[src/rtl/shift_sequencer_pkg.sv]
// rtl/shift_sequencer_pkg.sv - shared mode codes, FSM states and width defaults
package shift_sequencer_pkg;

  localparam int DEF_WIDTH = 8;
  localparam int DEF_CNT_W = 4;

  localparam logic [2:0] OP_CLR = 3'd0;
  localparam logic [2:0] OP_LD  = 3'd1;
  localparam logic [2:0] OP_SRL = 3'd2;
  localparam logic [2:0] OP_SLL = 3'd3;
  localparam logic [2:0] OP_SRA = 3'd4;
  localparam logic [2:0] OP_SRI = 3'd5;
  localparam logic [2:0] OP_ROR = 3'd6;
  localparam logic [2:0] OP_ROL = 3'd7;

  typedef enum logic [1:0] {
    S_IDLE   = 2'd0,
    S_LOAD   = 2'd1,
    S_SHIFT  = 2'd2,
    S_FINISH = 2'd3
  } state_e;

endpackage

[src/rtl/shift_sequencer_if.sv]
// rtl/shift_sequencer_if.sv - command handshake bus into the sequencer
interface shift_sequencer_if
  import shift_sequencer_pkg::*;
#(
  parameter int WIDTH = DEF_WIDTH,
  parameter int CNT_W = DEF_CNT_W
);
  logic             cmd_valid;
  logic             cmd_ready;
  logic [2:0]       cmd_op;
  logic             cmd_load;
  logic [WIDTH-1:0] cmd_data;
  logic [CNT_W-1:0] cmd_count;
  logic             cmd_fill;

  modport master (
    output cmd_valid, cmd_op, cmd_load, cmd_data, cmd_count, cmd_fill,
    input  cmd_ready
  );

  modport slave (
    input  cmd_valid, cmd_op, cmd_load, cmd_data, cmd_count, cmd_fill,
    output cmd_ready
  );
endinterface

[src/rtl/shift_sequencer_count.sv]
// rtl/shift_sequencer_count.sv - loadable down-counter with zero and last-step flags
module shift_count
  import shift_sequencer_pkg::*;
#(
  parameter int CNT_W = DEF_CNT_W
) (
  input  logic             clk,
  input  logic             rst,
  input  logic             load_i,
  input  logic [CNT_W-1:0] load_val_i,
  input  logic             dec_i,
  output logic             zero_o,
  output logic             last_o
);
  logic [CNT_W-1:0] cnt_q, cnt_d;

  always_comb begin
    cnt_d = cnt_q;
    if (load_i) begin
      cnt_d = load_val_i;
    end else if (dec_i && !zero_o) begin
      cnt_d = cnt_q - CNT_W'(1);
    end
  end

  always_ff @(posedge clk) begin
    if (rst) begin
      cnt_q <= '0;
    end else begin
      cnt_q <= cnt_d;
    end
  end

  assign zero_o = (cnt_q == '0);
  assign last_o = (cnt_q == CNT_W'(1));
endmodule

[src/rtl/shift_sequencer.sv]
// rtl/shift_sequencer.sv - command-driven sequencer for the 8-bit shift register
module shift_sequencer
  import shift_sequencer_pkg::*;
#(
  parameter int WIDTH = DEF_WIDTH,
  parameter int CNT_W = DEF_CNT_W
) (
  input  logic             clk,
  input  logic             rst,
  shift_sequencer_if.slave cmd,
  output logic [2:0]       sh_chos,
  output logic [WIDTH-1:0] sh_inp,
  output logic             sh_left,
  input  logic [WIDTH-1:0] sh_result,
  output logic             busy,
  output logic             done,
  output logic [WIDTH-1:0] result_out
);
  localparam logic [1:0] ST_IDLE   = S_IDLE;
  localparam logic [1:0] ST_LOAD   = S_LOAD;
  localparam logic [1:0] ST_SHIFT  = S_SHIFT;
  localparam logic [1:0] ST_FINISH = S_FINISH;

  logic [1:0]       state_q, state_d;
  logic [2:0]       op_q;
  logic [WIDTH-1:0] data_q;
  logic             fill_q;
  logic             done_q;
  logic [WIDTH-1:0] result_q;
  logic             ready_c;
  logic             accept;
  logic             cnt_dec;
  logic             cnt_zero;
  logic             cnt_last;

  assign accept = cmd.cmd_valid && ready_c;

  shift_count #(.CNT_W(CNT_W)) u_count (
    .clk        (clk),
    .rst        (rst),
    .load_i     (accept),
    .load_val_i (cmd.cmd_count),
    .dec_i      (cnt_dec),
    .zero_o     (cnt_zero),
    .last_o     (cnt_last)
  );

  // The register has no hold code, so every non-working cycle reloads its own output.
  always_comb begin
    state_d = state_q;
    sh_chos = OP_LD;
    sh_inp  = sh_result;
    sh_left = 1'b0;
    ready_c = 1'b0;
    busy    = 1'b1;
    cnt_dec = 1'b0;
    case (state_q)
      ST_IDLE: begin
        ready_c = 1'b1;
        busy    = 1'b0;
        if (accept) begin
          if (cmd.cmd_op < OP_SRL || cmd.cmd_load) begin
            state_d = ST_LOAD;
          end else if (cmd.cmd_count != '0) begin
            state_d = ST_SHIFT;
          end else begin
            state_d = ST_FINISH;
          end
        end
      end
      ST_LOAD: begin
        sh_chos = (op_q == OP_CLR) ? OP_CLR : OP_LD;
        sh_inp  = data_q;
        state_d = (op_q >= OP_SRL && !cnt_zero) ? ST_SHIFT : ST_FINISH;
      end
      ST_SHIFT: begin
        sh_chos = op_q;
        sh_left = (op_q == OP_SRI) && fill_q;
        cnt_dec = 1'b1;
        if (cnt_last) begin
          state_d = ST_FINISH;
        end
      end
      default: begin
        state_d = ST_IDLE;
      end
    endcase
    if (rst) begin
      sh_chos = OP_CLR;
      sh_left = 1'b0;
      ready_c = 1'b0;
      busy    = 1'b0;
    end
  end

  always_ff @(posedge clk) begin
    if (rst) begin
      state_q  <= ST_IDLE;
      op_q     <= OP_CLR;
      data_q   <= '0;
      fill_q   <= 1'b0;
      done_q   <= 1'b0;
      result_q <= '0;
    end else begin
      state_q <= state_d;
      done_q  <= (state_q == ST_FINISH);
      if (state_q == ST_FINISH) begin
        result_q <= sh_result;
      end
      if (accept) begin
        op_q   <= cmd.cmd_op;
        data_q <= cmd.cmd_data;
        fill_q <= cmd.cmd_fill;
      end
    end
  end

  assign cmd.cmd_ready = ready_c;
  assign done          = done_q;
  assign result_out    = result_q;
endmodule

[src/flat_wrapper.sv]
// flat-port wrapper written by rule: the top's interface ports become plain ports
module shift_sequencer_flat import shift_sequencer_pkg::*;
#(
  parameter int WIDTH = DEF_WIDTH,
  parameter int CNT_W = DEF_CNT_W
)
  (clk, rst, sh_chos, sh_inp, sh_left, sh_result, busy, done, result_out, cmd_cmd_valid, cmd_cmd_op, cmd_cmd_load, cmd_cmd_data, cmd_cmd_count, cmd_cmd_fill, cmd_cmd_ready);
  shift_sequencer_if #(.WIDTH(WIDTH), .CNT_W(CNT_W)) cmd_i ();
  input  logic clk;
  input  logic rst;
  output logic [2:0] sh_chos;
  output logic [WIDTH-1:0] sh_inp;
  output logic sh_left;
  input  logic [WIDTH-1:0] sh_result;
  output logic busy;
  output logic done;
  output logic [WIDTH-1:0] result_out;
  input wire logic [$bits(cmd_i.cmd_valid)-1:0] cmd_cmd_valid;
  input wire logic [$bits(cmd_i.cmd_op)-1:0] cmd_cmd_op;
  input wire logic [$bits(cmd_i.cmd_load)-1:0] cmd_cmd_load;
  input wire logic [$bits(cmd_i.cmd_data)-1:0] cmd_cmd_data;
  input wire logic [$bits(cmd_i.cmd_count)-1:0] cmd_cmd_count;
  input wire logic [$bits(cmd_i.cmd_fill)-1:0] cmd_cmd_fill;
  output wire logic [$bits(cmd_i.cmd_ready)-1:0] cmd_cmd_ready;
  assign cmd_i.cmd_valid = cmd_cmd_valid;
  assign cmd_i.cmd_op = cmd_cmd_op;
  assign cmd_i.cmd_load = cmd_cmd_load;
  assign cmd_i.cmd_data = cmd_cmd_data;
  assign cmd_i.cmd_count = cmd_cmd_count;
  assign cmd_i.cmd_fill = cmd_cmd_fill;
  assign cmd_cmd_ready = cmd_i.cmd_ready;
  shift_sequencer #(.WIDTH(WIDTH), .CNT_W(CNT_W)) u_core (.clk(clk), .rst(rst), .cmd(cmd_i), .sh_chos(sh_chos), .sh_inp(sh_inp), .sh_left(sh_left), .sh_result(sh_result), .busy(busy), .done(done), .result_out(result_out));
endmodule
[config.mk]
export PLATFORM = sky130hd
export DESIGN_NAME = shift_sequencer_flat
export DESIGN_NICKNAME = d
export VERILOG_FILES = /design/src/rtl/shift_sequencer_pkg.sv /design/src/rtl/shift_sequencer_if.sv /design/src/rtl/shift_sequencer_count.sv /design/src/rtl/shift_sequencer.sv /design/src/flat_wrapper.sv
export SDC_FILE = /design/constraint.sdc
export NUM_CORES = 1
export LEC_CHECK = 0
export ABC_AREA = 1
export CORE_ASPECT_RATIO = 0.7
export CORE_MARGIN = 4
export CORE_UTILIZATION = 30
export CTS_CLUSTER_SIZE = 28
export DETAILED_ROUTE_END_ITERATION = 16
export PLACE_DENSITY_LB_ADDON = 0.12
export SLEW_MARGIN = 20
export SYNTH_ARGS = -nofsm -noshare
export SYNTH_HDL_FRONTEND = slang
export SYNTH_SLANG_ARGS = --single-unit
[constraint.sdc]
create_clock -name clk -period 2.7 [get_ports clk]
set_input_delay 0.81 -clock clk [delete_from_list [all_inputs] [get_ports clk]]
set_output_delay 0.81 -clock clk [all_outputs]
set_load 0.1 [all_outputs]
; ---- Word-level counts from Yosys, hierarchy flattened
; Cells that the tools add are included.
[totals]
word_cells = 48
in_bits = 28
out_inout_bits = 23
ff_bits = 27
[op_classes]
order_cmp = 2
muxes = 19
eq_ne = 7
add_sub_neg = 1
reduce_logical = 12
[ops]
columns = cell, n
row1 = two-way mux 1 bit, 10
row2 = two-way mux 4 bit, 2
row3 = two-way mux 8 bit, 1
row4 = two-way mux 2 bit, 3
row5 = one-hot mux 2 bit (3 select lines), 1
row6 = one-hot mux 3 bit (2 select lines), 1
row7 = "equality test 2 bit, second input constant", 2
row8 = "equality test 4 x 1 -> 1 bit, second input constant", 1
row9 = logical AND 1 bit, 4
row10 = logical NOT 4 bit, 1
row11 = "!= test 2 x 1 -> 1 bit, second input constant", 2
row12 = nonzero test 4 bit, 1
row13 = "subtractor 4 x 1 -> 4 bit, second input constant", 1
row14 = "equality test 3 bit, second input constant", 1
row15 = "greater-or-equal comparator 3 x 2 -> 1 bit, second input constant", 1
row16 = logical NOT 3 bit, 1
row17 = "< comparator 3 x 2 -> 1 bit, second input constant", 1
row18 = two-way mux 3 bit, 1
row19 = "equality test 2 x 1 -> 1 bit, second input constant", 1
row20 = logical NOT 2 bit, 1
row21 = AND reduction 2 bit, 1
row22 = nonzero test 2 bit, 1
row23 = logical NOT 1 bit, 1
row24 = logical OR 1 bit, 1

; ---- Depth between registers and ports, before layout
; Gate-level depths: netlist of the first run.
[depth]
word_depth = 6
depth_mapped = 10
depth_no_buf = 10

; ---- Cells and area by module
; A second synthesis of the first run with hierarchy kept.
[unflattened]
cells_unflattened = 200
hier_area_um2 = 1366.3
[modules_own_cells]
columns = mod, seq_area_each_um2, cells_each, instances, area_each_um2
row1 = shift_sequencer, 460.4, 153, 1, 1081.0
row2 = shift_count, 80.1, 47, 1, 285.3

; ---- Worst setup path after synthesis of the first run
; OpenSTA, ideal clock, no wires.
[synth_timing]
path_kind = in2out
startpoint = in rst
endpoint = out sh_left
setup_slack_ns = -1.308
t_required_ns = 1.890
n_path_buf = 1
cell_stages = 4
arrival_time_ns = 3.198
path_cell_list = buf_4 > inv_1 > nand2_1 > nor3_1
[synth_via]
elab_chain_cells = 1
[synth_lines]
columns = element, line_no
row1 = start: declaration, flat_wrapper.sv:10  ; input logic rst;
row2 = two-way mux 1 bit, shift_sequencer.sv:88  ; if (rst) begin
row3 = end: declaration, flat_wrapper.sv:13  ; output logic sh_left;
; Every way passes these cells.

; ---- Worst setup path after layout of the first run
[layout_timing]
startpoint = in rst
endpoint = out sh_chos[2]
[layout_via]
elab_chain_cells = 1
[layout_lines]
columns = element, line_no
row1 = two-way mux 3 bit, shift_sequencer.sv:88
row2 = end: declaration, flat_wrapper.sv:11  ; output logic [2:0] sh_chos;
; Every way passes these cells.

==> results of run 1 <==
[cells by family (layout without fill, tap and decap cells)]
kind of cell    after synthesis  in the layout  share of synthesized area [%]
compound gates               46             46                          18.08
simple gates                 78             78                          25.10
flops                        27             27                          41.54
buf+inv                      26             78                          8.173
xor+xnor                      2              2                          1.346
fa+ha+maj                     6              6                          5.769
[path summary, 6_finish.rpt]
| kind | depth (start not counted) | slack (ps) | endpoint | startpoint |
|---|---|---|---|---|
| worst max-delay path | 6 | 40 | sh_chos[2] | rst |
| worst min-delay path | 2 | 470 | u_core.data_q[6] | u_core.data_q[6] |
| worst max register to register | 9 | 1020 | u_core.u_count.cnt_q[3] | u_core.state_q[0] |
| worst min register to register | 2 | 470 | u_core.data_q[6] | u_core.data_q[6] |
[sequential cells by signal, indices dropped and copies added (netlist names)]
name,flops
u_core.data_q,8
u_core.done,1
u_core.fill_q,1
u_core.op_q,3
u_core.result_out,8
u_core.state_q,2
u_core.u_count.cnt_q,4
[synthesized netlist by cell type, drive strengths merged]
master  count
or2         1
xnor2       1
inv        17
nand3       5
ha          6
a21oi      22
buf         7
nand3b      1
nor3        1
a211oi      2
nand2      30
o21ai      22
clkbuf      1
xor2        1
nor2       40
clkinv      1
dfxtp      27
[power groups by stage]
stage / Sequential (mW) / Clock, mW / Combinational (mW)
floorplan: 0.605 / 0 / 1.03
global placement: 0.532 / 0 / 1.64
detailed placement: 0.534 / 0 / 1.63
CTS: 0.526 / 0.234 / 1.64
global route: 0.537 / 0.249 / 1.73
finish: 0.525 / 0.224 / 1.63
[worst reg2reg max path: cells and delay by family, from the launching register on]
kind            cells  cell delay [ps]
simple gates        4              460
flops               1              360
buf+inv             3              360
fa+ha+maj           1              240
compound gates      1              160
[layout make-up]
| class | instances | share of cell area, % |
|---|---|---|
| well taps | 52 | 3.153 |
| inverters | 18 | 3.275 |
| clock inverters | 1 | 0.2426 |
| flip-flops and latches | 27 | 26.20 |
| repair buffers | 56 | 32.14 |
| multi-input cells | 132 | 32.99 |
| clock buffers | 3 | 2.001 |
[through the flow]
step                hold slack (ps)  worst slack (ps)  cell area, um^2  TNS [ps]
finish                        473.0             44.47             2063         0
global route                  503.4             3.725             2063         0
CTS                           473.6             3.343             2063         0
detailed placement            460.8             3.343             2017         0
global placement              454.0            -7.100             2017    -7.100
floorplan                     429.7            -583.0             1328     -4865
[metal layers]
layer	routed length [um]	GRT usage, %	vias to the layer above
met5	0	0	-
met3	157	4.036	2
li1	-	-	694
met4	18	2.918	0
met2	1430	18.32	19
met1	1951	21.64	528
==> summary.md, run 1 <==
Number of levels in the clock H-tree: 1. Row generation in the floorplan step produced 19 rows. The first-pass GRT wire length is 5.989 mm, and the number of buffers and inverters on the critical path is 4. The number of antenna diodes in the final layout is 0. The sequential cell area in the final layout is 540.5 um^2.

Cell internal power was estimated by the tool at 1.112 mW. In this run the tightest slew margin relative to its limit is 79.05%. After technology mapping, the gate count stands at 185. STA classifies the critical path endpoint as an output port. The die is 63.10 um tall. In the final routed layout, each cell accounts on average for 12.31 um. The final hold violation count is 0, and the fraction of final layout cells with drive strength greater than 1 is 18.99%.

The die is 86.72 um wide. Detailed placement ended at an HPWL of 2.920 mm. Setup violation total in the final timing report: 0. TritonCTS built the clock tree. Once the clock tree was built, the resizer swapped 0 gates to a different size. The routed design has 3.558 mm of wire. The synthesized design contains 27 register bits. The logs give 0 for the number of warning messages in the yosys log and 1,198 for the number of global-route vias before repair.

Ranked by total cell area, the synthesized netlist is headed by sky130_fd_sc_hd__dfxtp_1, sky130_fd_sc_hd__nor2_1, sky130_fd_sc_hd__a21oi_1, sky130_fd_sc_hd__o21ai_0, sky130_fd_sc_hd__nand2_1. Between clock sinks in the finished design, the worst skew comes to 1.307 ps. The clock network power share is 9.4%, and the final net count is 272. The startpoint type of the worst setup path is an input pin.

The tools report the die area as 5472 um^2. Clock tree synthesis selected as its root buffer the cell sky130_fd_sc_hd__clkbuf_8. Excluding fillers, the count of instances in the completed layout stands at 289. For the routed via count, the log shows 1,243.

After the first detailed-routing iteration, the DRC count stood at 33. The tightest min-delay check is of the flop to flop type. Setup repair after global routing left no endpoint under its margin. The total overflow reported by the global router was 0; the buffers inserted during post-CTS setup optimization was 0. Of the total power, the share spent switching nets is 53.21%. In this run, CTS created clock tree buffers numbering 3.

The cell with the largest stage delay on the worst path was sky130_fd_sc_hd__clkdlybuf4s50_1. The measured slew at the worst slew-check pin is 314.3 ps. The cell family contributing the most delay on the critical path is buffers and inverters. Total power for the finished layout comes to 2.376 mW. Of all cell types, the one taking the most synthesized area is sky130_fd_sc_hd__dfxtp_1.

The run gives 0 as the number of max-slew violations in the final report. In this run the standard cell core region covers 4041 um^2. The clock-pin transition on the worst setup and hold timing paths was 90 ps. Timing would allow up to 376.6 MHz. After detailed routing, the number of remaining DRC violations is 0. At the end of the flow the core is filled with cells to 51.05%. Relative to the synthesized area, the layout overhead comes to 58.56%. Sequential cells burn 22.1% of the power. The endpoint required time on the critical path is 1890 ps. The first TritonRoute pass finished after 4 iterations. Entering global routing, the biggest net connects 27 pins.

The run finished with clean final reports. The number of antenna violations at the first check in global routing is 0, and the post-placement cell count is 285. In this run the remaining antenna-violating nets after routing total 0.

In this run the tool buffered the top-level ports with 50 buffer cells. The number of clock sinks seen by CTS was 27. The critical path goes through clkdlybuf4s50_1, inv_2, nand2_1, buf_4, nor2_4, buf_12. For this run, the total global-route usage over all layers was measured as 13.84%. Summed over all cells, the static leakage comes to 0.8910 nW.

By startpoint and endpoint, the worst setup path is classified as input pin to output port. In the final layout, the multi-input gates occupy 680.7 um^2. The initial utilization of the core area, before any placement, comes to 32.20%. Leaving out fill and tap cells, the most frequent cell in the layout is sky130_fd_sc_hd__nor2_1. Synthesis produced a netlist with a net count of 219. Routability-driven placement finished with a final weighted congestion of 0.7977.

Areal power density over the cells: 1152 nW/um^2. For this design, the CTS-stage hold fixing added 0 buffers. For the proportion of power drawn by combinational gates, the log shows 68.5%. The top cell types in the final layout, fill and taps aside, are sky130_fd_sc_hd__nor2_1, sky130_fd_sc_hd__nand2_1, sky130_fd_sc_hd__clkdlybuf4s50_1, sky130_fd_sc_hd__dfxtp_1, sky130_fd_sc_hd__o21ai_0. The count of cell types in the netlist is 24, and the insertion delay of the later-clocked pin in the worst-skew pair is 270 ps.

The critical-path maximum fanout was 2. The logs give 1301 um^2 for the synthesized area and 418 for the number of filler cells placed in the layout. Pin placement for this block handled 51 I/O pins.

The switching component of the power was 1.265 mW; the time the final worst path needs with I/O delays and setup was 2656 ps. Maximum clock insertion buffer count: 2. Across the run, the number of max-cap violations was 0. The peak ir drop on the vdd network was 0.4848 mV. The top-area cell type share of the netlist area is 41.54%, and the portion of the post-synthesis area used by sequential elements is 41.54%. The average via count per standard cell was 4.301. The portion of the clock cycle consumed by the worst path in the final layout works out to 98.35%. After synthesis, the mean cell area works out to 7.034 um^2.

On the worst path, the slowest cell contributes a delay of 430 ps. At the worst endpoint, the arrival time is 1850 ps.
Power figures use the tool's default switching activity.
==> inputs of run 2 (changes only) <==
--- a/config.mk
+++ b/config.mk
@@ -6,6 +6,7 @@
 export NUM_CORES = 1
 export LEC_CHECK = 0
 export ABC_AREA = 1
+export CAP_MARGIN = 30
 export CORE_ASPECT_RATIO = 0.7
 export CORE_MARGIN = 4
 export CORE_UTILIZATION = 30
==> results of run 2 <==
Final layout, timing and power as in run 1 (identical DEF).
